$ cat src/rtl/sub_sat_stage_pkg.sv
// Shared constants for the post-subtractor saturation stage: default widths,
// signed 16-bit clamp limits and the skid-FIFO occupancy encoding.
package sub_sat_stage_pkg;

  localparam int DEF_WIDTH = 16;
  localparam int DEF_CNT_W = 8;

  localparam logic [15:0] SAT_MAX = 16'h7FFF;
  localparam logic [15:0] SAT_MIN = 16'h8000;

  localparam logic [1:0] ST_EMPTY = 2'd0;
  localparam logic [1:0] ST_ONE   = 2'd1;
  localparam logic [1:0] ST_FULL  = 2'd2;

endpackage

$ cat src/rtl/sub_sat_stage_sat_clamp.sv
// Combinational clamp of the subtractor difference to the signed limits
// according to its overflow flags.
module sat_clamp
  import sub_sat_stage_pkg::*;
#(
  parameter int WIDTH = DEF_WIDTH
) (
  input  logic [WIDTH-1:0] diff_i,
  input  logic             op_i,
  input  logic             on_i,
  output logic [WIDTH-1:0] data_o,
  output logic             sat_o
);

  // Limits are derived from WIDTH so the block also works off the 16-bit default.
  localparam logic [WIDTH-1:0] MAX_V = {1'b0, {(WIDTH-1){1'b1}}};
  localparam logic [WIDTH-1:0] MIN_V = {1'b1, {(WIDTH-1){1'b0}}};

  always_comb begin
    data_o = diff_i;
    if (op_i) begin
      data_o = MAX_V;
    end else if (on_i) begin
      data_o = MIN_V;
    end
  end

  assign sat_o = op_i | on_i;

endmodule

$ cat src/rtl/sub_sat_stage.sv
// Saturation + 2-entry skid buffer behind the 16-bit subtractor, with a
// saturating count of clamped words accepted.
module sub_sat_stage
  import sub_sat_stage_pkg::*;
#(
  parameter int WIDTH = DEF_WIDTH,
  parameter int CNT_W = DEF_CNT_W
) (
  input  logic             clk,
  input  logic             rst,
  input  logic             in_valid,
  output logic             in_ready,
  input  logic [WIDTH-1:0] in_diff,
  input  logic             in_op,
  input  logic             in_on,
  output logic             out_valid,
  input  logic             out_ready,
  output logic [WIDTH-1:0] out_data,
  output logic             out_sat,
  output logic [CNT_W-1:0] sat_count,
  input  logic             sat_clr
);

  localparam logic [CNT_W-1:0] CNT_MAX = '1;
  localparam logic [CNT_W-1:0] CNT_ONE = CNT_W'(1);

  logic [1:0]       state_q, state_d;
  logic [WIDTH-1:0] head_data_q, head_data_d;
  logic             head_sat_q, head_sat_d;
  logic [WIDTH-1:0] tail_data_q, tail_data_d;
  logic             tail_sat_q, tail_sat_d;
  logic [CNT_W-1:0] cnt_q, cnt_d;

  logic [WIDTH-1:0] clamp_data;
  logic             clamp_sat;
  logic             push, pop;

  sat_clamp #(.WIDTH(WIDTH)) u_sat_clamp (
    .diff_i (in_diff),
    .op_i   (in_op),
    .on_i   (in_on),
    .data_o (clamp_data),
    .sat_o  (clamp_sat)
  );

  assign in_ready  = (state_q != ST_FULL);
  assign out_valid = (state_q != ST_EMPTY);
  assign out_data  = head_data_q;
  assign out_sat   = head_sat_q;
  assign sat_count = cnt_q;

  assign push = in_valid & in_ready;
  assign pop  = out_valid & out_ready;

  always_comb begin
    state_d     = state_q;
    head_data_d = head_data_q;
    head_sat_d  = head_sat_q;
    tail_data_d = tail_data_q;
    tail_sat_d  = tail_sat_q;
    case (state_q)
      ST_EMPTY: begin
        if (push) begin
          head_data_d = clamp_data;
          head_sat_d  = clamp_sat;
          state_d     = ST_ONE;
        end
      end
      ST_ONE: begin
        if (push && !pop) begin
          tail_data_d = clamp_data;
          tail_sat_d  = clamp_sat;
          state_d     = ST_FULL;
        end else if (push && pop) begin
          head_data_d = clamp_data;
          head_sat_d  = clamp_sat;
        end else if (pop) begin
          state_d = ST_EMPTY;
        end
      end
      ST_FULL: begin
        // Tail advances into head; no push can arrive while full.
        if (pop) begin
          head_data_d = tail_data_q;
          head_sat_d  = tail_sat_q;
          state_d     = ST_ONE;
        end
      end
      default: state_d = ST_EMPTY;
    endcase
  end

  always_comb begin
    cnt_d = cnt_q;
    if (sat_clr) begin
      cnt_d = (push && clamp_sat) ? CNT_ONE : '0;
    end else if (push && clamp_sat && (cnt_q != CNT_MAX)) begin
      cnt_d = cnt_q + CNT_ONE;
    end
  end

  always_ff @(posedge clk) begin
    if (rst) begin
      state_q     <= ST_EMPTY;
      head_data_q <= '0;
      head_sat_q  <= 1'b0;
      tail_data_q <= '0;
      tail_sat_q  <= 1'b0;
      cnt_q       <= '0;
    end else begin
      state_q     <= state_d;
      head_data_q <= head_data_d;
      head_sat_q  <= head_sat_d;
      tail_data_q <= tail_data_d;
      tail_sat_q  <= tail_sat_d;
      cnt_q       <= cnt_d;
    end
  end

endmodule

$ cat config.mk
export PLATFORM = sky130hd
export DESIGN_NAME = sub_sat_stage
export DESIGN_NICKNAME = d
export VERILOG_FILES = /design/src/rtl/sub_sat_stage_pkg.sv /design/src/rtl/sub_sat_stage_sat_clamp.sv /design/src/rtl/sub_sat_stage.sv
export SDC_FILE = /design/constraint.sdc
export NUM_CORES = 1
export LEC_CHECK = 0
export CAP_MARGIN = 20
export CORE_MARGIN = 8
export CORE_UTILIZATION = 40
export DETAILED_ROUTE_END_ITERATION = 10
export GPL_ROUTABILITY_DRIVEN = 0
export GPL_TIMING_DRIVEN = 0
export MAX_ROUTING_LAYER = met4
export PLACE_DENSITY = 0.7
export SETUP_SLACK_MARGIN = 0.02
export SYNTH_ARGS = -nofsm -noshare
export SYNTH_HDL_FRONTEND = slang
export SYNTH_HIERARCHICAL = 1
export SYNTH_SLANG_ARGS = --single-unit
$ cat constraint.sdc
create_clock -name clk -period 1.7 [get_ports clk]
set_input_delay 0.51 -clock clk [delete_from_list [all_inputs] [get_ports clk]]
set_output_delay 0.51 -clock clk [all_outputs]
set_load 0.02 [all_outputs]
==> run metrics, run 1 <==
Initial Util=40.6%; worst slack at placement=-601 ps; largest stage delay on the critical path=370 ps; IO Port Bufs=48; crit path DAT=1160 ps; final net count=340; Final TNS setup=0 ps; Area after DPL=around 2600 um2; Tot GR Track Use=14.8%; post-DP HPWL=3830 um; CP Launch Type=flip-flop; WL met3=360 um; Slew HR=79.6%; layout cells sized above 1=between 10% and 20%; RSZ-0062 raised after global routing=true; post-synthesis cell area=2030 um2; ys async rst share=0%; sequential share of power=45.3%; Sw Share=24.9%; clock buffer depth=2; Clk Latency, worst-skew pair=290 ps; total power=2470 uW; number of CTS-inserted buffers=5; clock transition at the registers of the reported paths=80 ps; initial antenna violation count=0; Worst Max-Slew Pin Slew=304 ps; Leak=approximately 0.0012 uW; largest net degree at the start of global routing=14; TritonRoute pass-1 iters=4; number of flops mapped to enable cells by yosys=0; critical-path maximum fanout=6; Syn Nets=between 200 and 300; Post-Synthesis Cells=258; Buf/Inv on CP=2; die area=7620 um2; Post-Synthesis Mean Instance Area=7.88 um2; Slew Limit Fails=0; critical path type=reg2out; Critical Path RT=1190 ps; crit-path cells=buf_4 -> or2_4 -> buf_6; DRT antenna net count=0; Worst Hold Class=reg2reg; number of inserted diodes=0; Final Non-Filler Cells=about 390; area grow syn2layout=37.1%; design area=roughly 2800 um2; cts hold-fix bufs=0; # IOs=50; # fillers=503; final critical-path share of the clock period=98.3%; cell count after placement=376; #FFs+latches synth=between 40 and 50; die height=around 87 um; DR iter-0 viols=123; clock skew=3.16 ps; clock share of power=37.7%; detail-routed net length per standard cell=13.9 um; Yosys Warn Count=6; setup violators final=0; core footprint=5010 um2; prevailing post-synth register cell=dfxtp_1; power density over cell area=885 nW/um2; first-pass GRT wire length=a little under 9000 um; Rows=26; routed vias=between 1500 and 2000; Die Width=a little under 90 um; Top Layer Used=met4; wire length on met2=2340 um; Comb power frac=17.0%; CTS tree=yes; sequential-to-total area share from yosys stat=43.3%; root buf cell=clkbuf_8; Worst path slowest cell=dfxtp_4; status=completed; H-tree depth=2; Distinct cells, synth=38; Top Family by Delay on Critical Path=flip-flops; # DRC=0; global route overflow=0; cell internal pwr=1850 uW; Max Cap Viol=0; met1 WL=2620 um; Psw=613 uW; Setup crit end kind=output port; Via density=5.08; Final Worst Setup Slack=28.3 ps; total routed wirelength=between 5000 and 6000 um; peak supply drop=0.000510 V; vias in the first global route=approximately 1800; CTS sink cnt=44; FMAX=roughly 600 MHz; fin crit period=1670 ps; Fin. Hold Viols=0
[worst min-delay path: stages (launching register included)]
cell and delay (ps):
dfxtp_1 320, nand2_1 50, a21oi_1 50
[state kept, by name, indices dropped and copies added, names as in the netlist]
register and cells:
tail_data_q 16, out_sat 1, tail_sat_q 1, sat_count 8, out_data 16, state_q 2
[cells in the final DEF (no fill, tap or decap), types with 2 or more instances in the layout]
cell type        instances
and3_1                   2
a21o_2                   5
o31ai_1                  2
nand3_1                  3
clkdlybuf4s50_1         18
dfxtp_1                 42
a21o_1                  10
clkbuf_8                 5
a31oi_1                  2
nor2b_4                  2
clkbuf_2                 5
nand2_1                 73
nand2_2                  2
nor3_1                   5
buf_6                    4
nor2_1                  26
bufinv_16                2
o21ai_0                  3
buf_4                   10
dlygate4sd2_1           27
a21oi_1                 24
or2_4                    2
a311oi_1                17
[cells by family (layout without fill, tap and decap cells)]
kind of cell	Yosys count	in the layout	synth area share, %
compound gates	69	69	23.6
fa+ha+maj	1	1	0.615
buf+inv	18	76	5.41
flops	44	44	43.3
mux	1	1	0.492
simple gates	125	125	26.5
[path summary, 6_finish.rpt]
| path | from | cells past startpoint | slack, ps | end |
|---|---|---|---|---|
| max reg2reg | state_q[1] | 6 | 110 | sat_count[4] |
| min reg2reg | tail_data_q[12] | 2 | 460 | tail_data_q[12] |
| max | state_q[1] | 3 | 30 | out_valid |
| min | tail_data_q[12] | 2 | 460 | tail_data_q[12] |
[power groups by stage]
| stage | sequential [uW] | combinational, uW | clock [uW] |
|---|---|---|---|
| floorplan | 1190 | 191 | 0 |
| global placement | 1140 | 430 | 0 |
| detailed placement | 1140 | 431 | 0 |
| CTS | 1120 | 417 | 949 |
| global route | 1130 | 455 | 1000 |
| finish | 1120 | 420 | 931 |
[final cells by class]
class	instances	area [um2]	area share [%]
buffer	14	101	3.64
clock buffer	5	68.8	2.47
clock inverter	2	60.1	2.15
inverter	2	12.5	0.449
multi-input combinational	196	1080	38.8
sequential	44	886	31.8
tap	70	87.6	3.14
timing repair buffer	53	490	17.6
[cell usage after synthesis (all sizes together) (3+ instances only)]
| cell type | count | area share [%] |
|---|---|---|
| a21o | 15 | 5.8 |
| a21oi | 24 | 5.9 |
| a311oi | 17 | 7.3 |
| buf | 10 | 3.7 |
| clkbuf | 6 | 1.1 |
| dfxtp | 44 | 43 |
| nand2 | 75 | 14 |
| nand3 | 4 | 1.6 |
| nor2 | 26 | 4.8 |
| nor2b | 4 | 1.6 |
| nor3 | 6 | 1.5 |
| o21ai | 4 | 1.2 |
| or2 | 3 | 0.92 |
[metal layers]
| metal | up-vias | GRT usage [%] |
|---|---|---|
| li1 | 1013 | - |
| met1 | 888 | 18.5 |
| met2 | 56 | 23.2 |
| met3 | 5 | 3.49 |
| met4 | 0 | 3.75 |
| met5 | - | - |
[stage by stage]
stage	hold slack (ps)	utilization [%]
CTS	459	55.4
detailed placement	447	51.9
floorplan	437	-
global placement	442	51.9
global route	481	55.6
finish	457	55.6
[timing repair]
item,4_1_cts,5_1_grt
endpoints found under the setup margin,68,32
setup buffers,1,4
resized for setup,62,7
pin swaps,1,0
Note: power is estimated with default switching activity, not from simulation.
==> inputs of run 2 (changes only) <==
PLACE_DENSITY = 0.66   (was 0.7)
clock period = 2 ns   (was 1.7 ns; I/O delays follow)
==> run 2 against run 1 <==
First-iteration DRC count decreased by 18%. Largest power group unchanged. Count of clock-buffer cells in the layout increased by 1. Clock skew about the same. Power decreased by 23%. Final cell count decreased by 0.26%. Via count decreased by 0.97%. Non-clock buffer count decreased by 2. Sequential power decreased by 15%. Largest cell class unchanged. Critical path depth decreased by 2. Utilization decreased by 0.60 points. Register-to-register slack improved by 410 ps.
==> run metrics, run 2 (synthesis results as in run 1) <==
crit-path cells=clkdlybuf4s50_1; cell count after placement=376 (unchanged); TritonRoute pass-1 iters=4 (unchanged); final net count=338 (-0.59%); commonest non-fill, non-tap cell in the layout=nand2_1; FMAX=522 MHz; detail-routed net length per standard cell=14.3 um (+3.3%); Multi-input gate area=1070 um2 (-0.93%); global route overflow=0 (unchanged); design area=2760 um2 (-1.1%); cts hold-fix bufs=0 (unchanged); Initial Util=40.6% (unchanged); CTS sink cnt=44 (unchanged); total routed wirelength=5520 um (+3.0%); Levels on crit path=1 (-2); peak supply drop=0.000351 V (-31%); Setup crit end=sat_count[0]; status=completed; setup violators final=0 (unchanged); CTS tree=yes; root buf cell=clkbuf_8; Leak=0.00117 uW (-1.7%); Buf/Inv on CP=1 (-1); Worst path slowest cell=clkdlybuf4s50_1; Clk Latency, worst-skew pair=290 ps (about the same); DR iter-0 viols=101 (-18%); H-tree depth=2 (unchanged); commonest non-fill, non-tap cells in the layout=nand2_1, dfxtp_1, clkdlybuf4s50_1, nor2_1, a21oi_1; CP Launch Type=flip-flop; Tot GR Track Use=15.4% (+0.64 points); # fillers=512 (+1.8%); largest net degree at the start of global routing=14 (unchanged); number of inserted diodes=0 (unchanged); total power=1900 uW (-23%); DRT antenna net count=0 (unchanged); Area after DPL=2600 um2 (unchanged); Slew Limit Fails=0 (unchanged); fin crit period=1920 ps; # DRC=0 (unchanged); critical path type=reg2out; Hold Path Cell Cnt=2 (unchanged); Rows=26 (unchanged); Worst Max-Slew Pin Slew=465 ps (+162 ps); # IOs=50 (unchanged); vias in the first global route=1820 (-1.6%); die area=7620 um2 (unchanged); Reg-to-Reg Start=state_q[1]; R2R Path End=out_sat; Fin. Hold Viols=0 (unchanged); routed vias=1943 (-0.97%); Critical Path RT=1400 ps (+210 ps); final critical-path share of the clock period=a little over nine tenths; post-DP HPWL=3930 um (+2.6%); first-pass GRT wire length=9020 um (+2.3%); Slew HR=69.0% (-11 points); number of CTS-inserted buffers=5 (unchanged); critical-path maximum fanout=4 (-2); CP startpoint=sat_count[0]; cells on worst reg2reg path=5 (-1); clock skew=3.28 ps (+0.123 ps); die height=87.3 um (unchanged); Worst Hold Class=reg2reg; Register Area=886 um2 (unchanged); Die Width=87.3 um (unchanged); Final Non-Filler Cells=385 (-0.26%); reg-to-reg slack, setup=520 ps (+410 ps); largest stage delay on the critical path=630 ps (+260 ps); IO Port Bufs=48 (unchanged); crit path DAT=1320 ps (+160 ps); initial antenna violation count=0 (unchanged); Top Family by Delay on Critical Path=buffers and inverters; power density over cell area=689 nW/um2 (-22%); RSZ-0062 raised after global routing=false; area grow syn2layout=35.6%; Max Cap Viol=0 (unchanged); Via density=5.05 (-0.71%); core footprint=5010 um2 (unchanged); clock buffer depth=2 (unchanged); layout cells sized above 1=14.3% (-1.2 points); Setup crit end kind=output port; clock transition at the registers of the reported paths=80 ps (about the same)
==> run 2: cell types whose count changed in the layout (fill, tap and decap cells not counted), sizes merged <==
cell	delta
clkdlybuf4s50	+21
dlymetal6s2s	+6
bufinv	-2
clkinv	+1
dlygate4sd2	-25
buf	-4
clkdlybuf4s15	-1
clkbuf	+2
inv	+1
==> run 2: layer usage <==
layer  share of wire (%)  global-route usage (%)
met2                  45                    23.0
met4                0.76                    4.38
met5                   0                       -
met1                  47                    19.4
met3                 6.9                    5.00
==> run 2: area by class of cell <==
type	instances	area share [%]
multi-input cells	196	38.8
flip-flops and latches	44	32.1
repair buffers	49	18.0
plain buffers	16	4.08
well taps	70	3.18
clock buffers	6	2.99
inverters	2	0.454
clock inverters	2	0.363
==> run 2: power breakdown <==
| group | internal [uW] | switching, uW | total [uW] |
|---|---|---|---|
| logic | 179 | 195 | 374 |
| clock network | 276 | 299 | 575 |
| registers | 923 | 28.5 | 952 |
==> run 2: worst min-delay path by stage <==
stage	slack (ps)	to	start
finish	460	tail_data_q[7]	tail_data_q[7]
global route	470	tail_data_q[9]	tail_data_q[9]
CTS	460	tail_data_q[14]	tail_data_q[14]
detailed placement	450	tail_data_q[14]	tail_data_q[14]
global placement	440	tail_data_q[14]	tail_data_q[14]
floorplan	440	tail_data_q[0]	tail_data_q[0]
==> run 2: what timing repair did <==
action,4_1_cts,5_1_grt
setup buffers,0,1
pin swaps,0,0
endpoints found under the hold margin,0,0
gates resized for setup,17,17
endpoints found under the setup margin,28,40
==> run 2: per-stage QoR <==
| step | TNS (ps) | utilization [%] | hold WS (ps) | setup WS (ps) |
|---|---|---|---|---|
| floorplan | 0 | - | 437 | 273 |
| global placement | -12880 | 51.9 | 443 | -430 |
| detailed placement | -12480 | 51.9 | 447 | -474 |
| CTS | 0 | 54.1 | 458 | 24.0 |
| global route | 0 | 55.0 | 474 | 22.3 |
| finish | 0 | 55.0 | 457 | 83.0 |
